`src/rtl/sr595_frame_receiver_if.sv`:
```
// Bundle between the 595-style link / host side and the frame receiver.
// The master side drives the link pins and host controls; the slave side is the receiver.
interface sr595_frame_receiver_if #(
    parameter int SEG_CT = 8,
    parameter int CAN_CT = 8,
    parameter int CNT_W  = 16
);
    localparam int IDX_W = $clog2(CAN_CT);

    logic              en;
    logic              clr_buf;
    logic              SCLK;
    logic              DIN;
    logic              RCLK;
    logic              OE;
    logic [IDX_W-1:0]  rd_addr;
    logic [SEG_CT-1:0] rd_data;
    logic              frame_valid;
    logic              frame_err;
    logic [SEG_CT-1:0] frame_seg;
    logic [IDX_W-1:0]  frame_idx;
    logic [CNT_W-1:0]  dwell_on;
    logic [CNT_W-1:0]  dwell_tot;
    logic [IDX_W-1:0]  dwell_idx;

    modport master (
        output en, clr_buf, SCLK, DIN, RCLK, OE, rd_addr,
        input  rd_data, frame_valid, frame_err, frame_seg, frame_idx,
               dwell_on, dwell_tot, dwell_idx
    );

    modport slave (
        input  en, clr_buf, SCLK, DIN, RCLK, OE, rd_addr,
        output rd_data, frame_valid, frame_err, frame_seg, frame_idx,
               dwell_on, dwell_tot, dwell_idx
    );
endinterface

```
`src/rtl/sr595_frame_receiver.sv`:
```
// Receive end of the 595-style display link: rebuilds {segments, can-select} frames into a
// per-character segment buffer and measures OE-low dwell per latch period.
module sr595_frame_receiver #(
    parameter int SEG_CT      = 8,
    parameter int CAN_CT      = 8,
    parameter int SYNC_STAGES = 2,
    parameter int CNT_W       = 16
) (
    input  logic                  sys_clk,
    input  logic                  rst_n,
    sr595_frame_receiver_if.slave link
);
    localparam int IDX_W = $clog2(CAN_CT);
    localparam int FW    = SEG_CT + CAN_CT;
    localparam int BC_W  = $clog2(FW + 2);

    logic [3:0]        r_sync [SYNC_STAGES];
    logic [3:0]        r_syncD;
    logic [FW-1:0]     r_sh;
    logic [BC_W-1:0]   r_bitCnt;
    logic [SEG_CT-1:0] r_buf [CAN_CT];
    logic [SEG_CT-1:0] r_rdData;
    logic              r_frameValid;
    logic              r_frameErr;
    logic [SEG_CT-1:0] r_frameSeg;
    logic [IDX_W-1:0]  r_frameIdx;
    logic [CNT_W-1:0]  r_onCnt;
    logic [CNT_W-1:0]  r_totCnt;
    logic [CNT_W-1:0]  r_dwellOn;
    logic [CNT_W-1:0]  r_dwellTot;
    logic [IDX_W-1:0]  r_dwellIdx;

    logic [3:0]        w_q;
    logic              w_sclkRise;
    logic              w_rclkRise;
    logic              w_dinS;
    logic              w_oeS;
    logic              w_shift;
    logic              w_latch;
    logic [SEG_CT-1:0] w_seg;
    logic [CAN_CT-1:0] w_can;
    logic              w_oneHot;
    logic              w_good;
    logic [IDX_W-1:0]  w_canIdx;

    // Bit order in the sync vector: {SCLK, DIN, RCLK, OE}; all four see identical depth.
    assign w_q        = r_sync[SYNC_STAGES-1];
    assign w_sclkRise = w_q[3] & ~r_syncD[3];
    assign w_dinS     = w_q[2];
    assign w_rclkRise = w_q[1] & ~r_syncD[1];
    assign w_oeS      = w_q[0];
    assign w_shift    = w_sclkRise & link.en;
    assign w_latch    = w_rclkRise & link.en;

    assign w_seg    = r_sh[FW-1:CAN_CT];
    assign w_can    = r_sh[CAN_CT-1:0];
    assign w_oneHot = (w_can != '0) && ((w_can & (w_can - 1'b1)) == '0);
    assign w_good   = (r_bitCnt == BC_W'(FW)) && w_oneHot;

    always_comb begin
        w_canIdx = '0;
        for (int i = 0; i < CAN_CT; i++) begin
            if (w_can[i]) begin
                w_canIdx = IDX_W'(i);
            end
        end
    end

    always_ff @(posedge sys_clk) begin
        if (!rst_n) begin
            for (int i = 0; i < SYNC_STAGES; i++) begin
                r_sync[i] <= '0;
            end
            r_syncD <= '0;
        end else begin
            r_sync[0] <= {link.SCLK, link.DIN, link.RCLK, link.OE};
            for (int i = 1; i < SYNC_STAGES; i++) begin
                r_sync[i] <= r_sync[i-1];
            end
            r_syncD <= w_q;
        end
    end

    // A latch judges the pre-shift frame; a coincident shift bit starts the next frame.
    always_ff @(posedge sys_clk) begin
        if (!rst_n) begin
            r_sh     <= '0;
            r_bitCnt <= '0;
        end else if (w_latch) begin
            if (w_shift) begin
                r_sh     <= {r_sh[FW-2:0], w_dinS};
                r_bitCnt <= BC_W'(1);
            end else begin
                r_bitCnt <= '0;
            end
        end else if (w_shift) begin
            r_sh <= {r_sh[FW-2:0], w_dinS};
            if (r_bitCnt != BC_W'(FW + 1)) begin
                r_bitCnt <= r_bitCnt + 1'b1;
            end
        end
    end

    always_ff @(posedge sys_clk) begin
        if (!rst_n) begin
            r_frameValid <= 1'b0;
            r_frameErr   <= 1'b0;
            r_frameSeg   <= '0;
            r_frameIdx   <= '0;
        end else begin
            r_frameValid <= w_latch & w_good;
            r_frameErr   <= w_latch & ~w_good;
            if (w_latch && w_good) begin
                r_frameSeg <= w_seg;
                r_frameIdx <= w_canIdx;
            end
        end
    end

    // Clear takes priority over a write landing in the same cycle.
    always_ff @(posedge sys_clk) begin
        if (!rst_n) begin
            for (int i = 0; i < CAN_CT; i++) begin
                r_buf[i] <= '0;
            end
            r_rdData <= '0;
        end else begin
            r_rdData <= r_buf[link.rd_addr];
            if (link.clr_buf) begin
                for (int i = 0; i < CAN_CT; i++) begin
                    r_buf[i] <= '0;
                end
            end else if (w_latch && w_good) begin
                r_buf[w_canIdx] <= w_seg;
            end
        end
    end

    always_ff @(posedge sys_clk) begin
        if (!rst_n) begin
            r_onCnt    <= '0;
            r_totCnt   <= '0;
            r_dwellOn  <= '0;
            r_dwellTot <= '0;
            r_dwellIdx <= '0;
        end else if (w_latch) begin
            r_dwellOn  <= r_onCnt;
            r_dwellTot <= r_totCnt;
            r_dwellIdx <= r_frameIdx;
            r_onCnt    <= w_oeS ? '0 : CNT_W'(1);
            r_totCnt   <= CNT_W'(1);
        end else begin
            if (!w_oeS && r_onCnt != '1) begin
                r_onCnt <= r_onCnt + 1'b1;
            end
            if (r_totCnt != '1) begin
                r_totCnt <= r_totCnt + 1'b1;
            end
        end
    end

    assign link.rd_data     = r_rdData;
    assign link.frame_valid = r_frameValid;
    assign link.frame_err   = r_frameErr;
    assign link.frame_seg   = r_frameSeg;
    assign link.frame_idx   = r_frameIdx;
    assign link.dwell_on    = r_dwellOn;
    assign link.dwell_tot   = r_dwellTot;
    assign link.dwell_idx   = r_dwellIdx;
endmodule

```
`src/flat_wrapper.sv`:
```
// flat-port wrapper written by rule: the top's interface ports become plain ports
module sr595_frame_receiver_flat 
#(
    parameter int SEG_CT      = 8,
    parameter int CAN_CT      = 8,
    parameter int SYNC_STAGES = 2,
    parameter int CNT_W       = 16
)
  (sys_clk, rst_n, link_en, link_clr_buf, link_SCLK, link_DIN, link_RCLK, link_OE, link_rd_addr, link_rd_data, link_frame_valid, link_frame_err, link_frame_seg, link_frame_idx, link_dwell_on, link_dwell_tot, link_dwell_idx);
  sr595_frame_receiver_if #(.SEG_CT(SEG_CT), .CAN_CT(CAN_CT), .CNT_W(CNT_W)) link_i ();
  input  logic sys_clk;
  input  logic rst_n;
  input wire logic [$bits(link_i.en)-1:0] link_en;
  input wire logic [$bits(link_i.clr_buf)-1:0] link_clr_buf;
  input wire logic [$bits(link_i.SCLK)-1:0] link_SCLK;
  input wire logic [$bits(link_i.DIN)-1:0] link_DIN;
  input wire logic [$bits(link_i.RCLK)-1:0] link_RCLK;
  input wire logic [$bits(link_i.OE)-1:0] link_OE;
  input wire logic [$bits(link_i.rd_addr)-1:0] link_rd_addr;
  output wire logic [$bits(link_i.rd_data)-1:0] link_rd_data;
  output wire logic [$bits(link_i.frame_valid)-1:0] link_frame_valid;
  output wire logic [$bits(link_i.frame_err)-1:0] link_frame_err;
  output wire logic [$bits(link_i.frame_seg)-1:0] link_frame_seg;
  output wire logic [$bits(link_i.frame_idx)-1:0] link_frame_idx;
  output wire logic [$bits(link_i.dwell_on)-1:0] link_dwell_on;
  output wire logic [$bits(link_i.dwell_tot)-1:0] link_dwell_tot;
  output wire logic [$bits(link_i.dwell_idx)-1:0] link_dwell_idx;
  assign link_i.en = link_en;
  assign link_i.clr_buf = link_clr_buf;
  assign link_i.SCLK = link_SCLK;
  assign link_i.DIN = link_DIN;
  assign link_i.RCLK = link_RCLK;
  assign link_i.OE = link_OE;
  assign link_i.rd_addr = link_rd_addr;
  assign link_rd_data = link_i.rd_data;
  assign link_frame_valid = link_i.frame_valid;
  assign link_frame_err = link_i.frame_err;
  assign link_frame_seg = link_i.frame_seg;
  assign link_frame_idx = link_i.frame_idx;
  assign link_dwell_on = link_i.dwell_on;
  assign link_dwell_tot = link_i.dwell_tot;
  assign link_dwell_idx = link_i.dwell_idx;
  sr595_frame_receiver #(.SEG_CT(SEG_CT), .CAN_CT(CAN_CT), .SYNC_STAGES(SYNC_STAGES), .CNT_W(CNT_W)) u_core (.sys_clk(sys_clk), .rst_n(rst_n), .link(link_i));
endmodule
```
`config.mk`:
```
export PLATFORM = sky130hd
export DESIGN_NAME = sr595_frame_receiver_flat
export DESIGN_NICKNAME = d
export VERILOG_FILES = /design/src/rtl/sr595_frame_receiver_if.sv /design/src/rtl/sr595_frame_receiver.sv /design/src/flat_wrapper.sv
export SDC_FILE = /design/constraint.sdc
export NUM_CORES = 1
export LEC_CHECK = 0
export BUFFER_PORTS_ARGS = -buffer_cell sky130_fd_sc_hd__buf_4
export CAP_MARGIN = 5
export CORE_MARGIN = 4
export CORE_UTILIZATION = 41
export CTS_BUF_LIST = sky130_fd_sc_hd__clkbuf_4 sky130_fd_sc_hd__clkbuf_8 sky130_fd_sc_hd__clkbuf_16
export CTS_CLUSTER_SIZE = 10
export DETAILED_ROUTE_END_ITERATION = 7
export GPL_TIMING_DRIVEN = 0
export SLEW_MARGIN = 20
export SYNTH_ARGS = -nofsm -noshare
export SYNTH_HDL_FRONTEND = slang
export SYNTH_SLANG_ARGS = --single-unit
export TNS_END_PERCENT = 30
```
`constraint.sdc`:
```
create_clock -name sys_clk -period 5.3 [get_ports sys_clk]
set_clock_uncertainty 0.1 [all_clocks]
set_input_delay 0.795 -clock sys_clk [delete_from_list [all_inputs] [get_ports sys_clk]]
set_output_delay 0.795 -clock sys_clk [all_outputs]
set_load 0.05 [all_outputs]
```
==> results_dict.tcl <==
set metrics [dict create \
    status "finished clean" \
    yosysUniqueCellTypes 52 \
    crit_required_ns 5.26 \
    final-hold-violation-count 0 \
    cts_sinks 183 \
    max_stage_delay_ns 0.68 \
    timing.hold.ws_ns 0.3369 \
    end_kind "register" \
    cts_buffers 17 \
    synth_area_leader_cell "dfxtp_1" \
    min_period_ns 3.033 \
    clk_pin_slew_ns 0.07 \
    clk_latency_ns 0.44 \
    antenna_found_initial 0 \
    grt_start_max_net_pins 17 \
    viasPerCell 5.138 \
    regArea_sq_mm 0.004304 \
    setup_viol_count_final 0 \
    drive_above_1_share_pct 14.52 \
    p_leak_uw 0.003139 \
    die_area_sq_mm 0.02048 \
    path_delay_family "compound AO/OA/AOI/OAI gates" \
    grt_pass1_vias 5298 \
    drcViolationCount 0 \
    synth_fp_nets 768 \
    final_util_pct 49.27 \
    num_io_pins 67 \
    ant_nets 0 \
    cts_setup_buffers 0 \
    totalWireLength_um 17870 \
    die_w_um 143.1 \
    die_h_um 143.1 \
    drt_iter0_drc 287 \
    cp_max_fo 10 \
    grt_first_pass_wirelength_um 28300 \
    cap_viol_max_count 0 \
    multi_input_area_sq_mm 0.002989 \
    area_growth_pct 18.26 \
    cts_tree "built" \
    dr.pass1.iters 4 \
    ctsResizeCount 0 \
    yosysWarningCount 0 \
    period_share_pct 57.23 \
    fin_nets 850 \
    maxSlewViolCount 0 \
    coreArea_sq_mm 0.01796 \
    synth_area_sq_mm 0.007483 \
    powerDensity_mw_per_mm2 328.1 \
    netlist.area_leader.share_pct 31.83 \
    rsz0062_at_grt "no" \
    cp-start-kind "register" \
    crit_arrival_ns 2.99 \
    row_count 49 \
    clock_path_buffers 2 \
    h-tree-depth 4 \
    cp_cell_sequence "clkbuf_1 -> a22oi_1 -> nand3_1 -> nor4_2 -> buf_2 -> nand2_1 -> o21ai_1" \
    overflow 0 \
    tns_ns 0 \
    maxSlewHeadroom_pct 40.62 \
    n_fill_cell 1666 \
    vdd_drop_max_v 0.0002535 \
    netlist_instances 752 \
    crit_slowest_cell "o21ai_1" \
    synth.area.top_cells "dfxtp_1 32%, edfxtp_1 26%, nand2_1 6.7%" \
    path_buf_inv 2 \
    root_buffer "clkbuf_16" \
    worstMarginPinSlew_ns 0.8848 \
    ff2ff_setup_slack_ns 2.27 \
    critPathKind "register to register" \
    cts_hold_buf 0 \
    yosysSeqAreaShare_pct 57.52 \
    place_hpwl_um 12640 \
    final_cell_mix "133 x nand2_1, 119 x dfxtp_1, 106 x nor2_1, 78 x a21oi_1, 64 x edfxtp_1" \
    initial_utilization_pct 41.66 \
    synth.avg_cell_area_sq_um 9.951 \
    insertedDiodeCount 0 \
    vias 5528 \
    fmaxAchievable_mhz 329.7 \
    grt_use_total_pct 18.04 \
    port_buffers 63 \
    wl_per_cell_um 16.61 \
    hp-class "register to register" \
    ys_seq_elements 183 \
    mostFrequentLayoutCell "nand2_1" \
    gp_congestion 0.8025 \
]
path summary, 6_finish.rpt:
kind                                  start                                to  cells after the start
min          u_core.r_sync[0][3]$_SDFF_PN0_    u_core.r_sync[0][7]$_SDFF_PN0_                      1
max             u_core.r_sh[5]$_SDFFE_PN0P_  u_core.r_buf[2][1]$_SDFFCE_PN0P_                      7
min reg2reg  u_core.r_sync[0][3]$_SDFF_PN0_    u_core.r_sync[0][7]$_SDFF_PN0_                      1
max reg2reg     u_core.r_sh[5]$_SDFFE_PN0P_  u_core.r_buf[2][1]$_SDFFCE_PN0P_                      7
cells by family (layout without fill, tap and decap cells):
| logic type | Yosys count | in the layout | share of synthesized area (%) |
|---|---|---|---|
| and+or+nand+nor | 336 | 336 | 20.33 |
| DFF | 183 | 183 | 57.52 |
| AOI/OAI and AO/OA | 128 | 128 | 9.581 |
| buffers and inverters | 49 | 144 | 2.608 |
| muxes | 27 | 27 | 6.287 |
| xor gates and xnor gates | 23 | 23 | 2.692 |
| adders and majority gates | 6 | 6 | 0.9864 |
through the flow:
step | setup slack, ns | cells | area (sq um) | power, uW
final | 2.267 | 1076 | 8850 | 2904
after global routing | 2.052 | 1076 | 8850 | 3008
after CTS | 2.174 | 1076 | 8850 | 2931
after detailed placement | 1.791 | 1044 | 8248 | 1663
after global placement | 1.459 | 1044 | 8243 | 1660
after floorplan | 2.222 | 752 | 7483 | 1617
cell usage after synthesis (all sizes together):
library cell	instances
mux4	16
nand3b	1
maj3	1
a21oi	78
dfxtp	119
inv	7
nand3	23
and3b	1
mux2i	11
ha	5
a311oi	2
buf	7
o21bai	4
a211oi	3
xor2	21
a31o	1
nor2b	1
xnor2	2
a31oi	2
nand4	11
o21ai	24
nand2	133
and3	5
o21a	1
edfxtp	64
nor4b	1
nor2	106
a311o	1
nor3b	1
nor3	14
o2111ai	5
a21o	1
or4	3
and2	21
clkbuf	35
a41oi	1
and4	2
or3	4
a22oi	1
nor4	5
o31ai	1
nor4bb	2
or2	2
o211ai	3
per-layer routing:
layer | wire length, um | up-vias | share of wire (%) | track usage, %
li1 | - | 2793 | - | -
met1 | 7977 | 2607 | 45 | 23.00
met2 | 8856 | 108 | 50 | 30.27
met3 | 785 | 20 | 4.4 | 4.354
met4 | 249 | 0 | 1.4 | 5.953
met5 | 0 | - | 0 | 0
sequential cells by signal (all words and copies together) (netlist names):
register	count
u_core.link.dwell_idx	3
u_core.link.dwell_on	16
u_core.link.dwell_tot	16
u_core.link.frame_err	1
u_core.link.frame_idx	3
u_core.link.frame_seg	8
u_core.link.frame_valid	1
u_core.link.rd_data	8
u_core.r_bitCnt	5
u_core.r_buf	64
u_core.r_onCnt	16
u_core.r_sh	16
u_core.r_sync	8
u_core.r_syncD	2
u_core.r_totCnt	16
area by class of cell:
type                            instances  share of cell area, %
Multi-Input combinational cell        520                  33.78
Timing Repair Buffer                   63                  5.344
Sequential cell                       183                  48.64
Clock buffer                           22                  5.768
Tap cell                              229                  3.238
Clock inverter                         10                  1.032
Inverter                                7                 0.2969
Buffer                                 42                  1.909
report_power, final:
part | leakage, uW | internal [uW] | switching (uW)
Sequential | 0.00166 | 1490 | 14.8
Clock | 0.000298 | 734 | 541
Combinational | 0.00118 | 44.6 | 82.4
worst reg2reg max path, delay by kind of cell (launching register included):
| family | cells | cell delay [ns] |
|---|---|---|
| DFF | 1 | 0.30 |
| and+or+nand+nor | 3 | 0.82 |
| AOI/OAI and AO/OA | 2 | 0.91 |
| buffers and inverters | 2 | 0.52 |
Power figures use the tool's default switching activity.
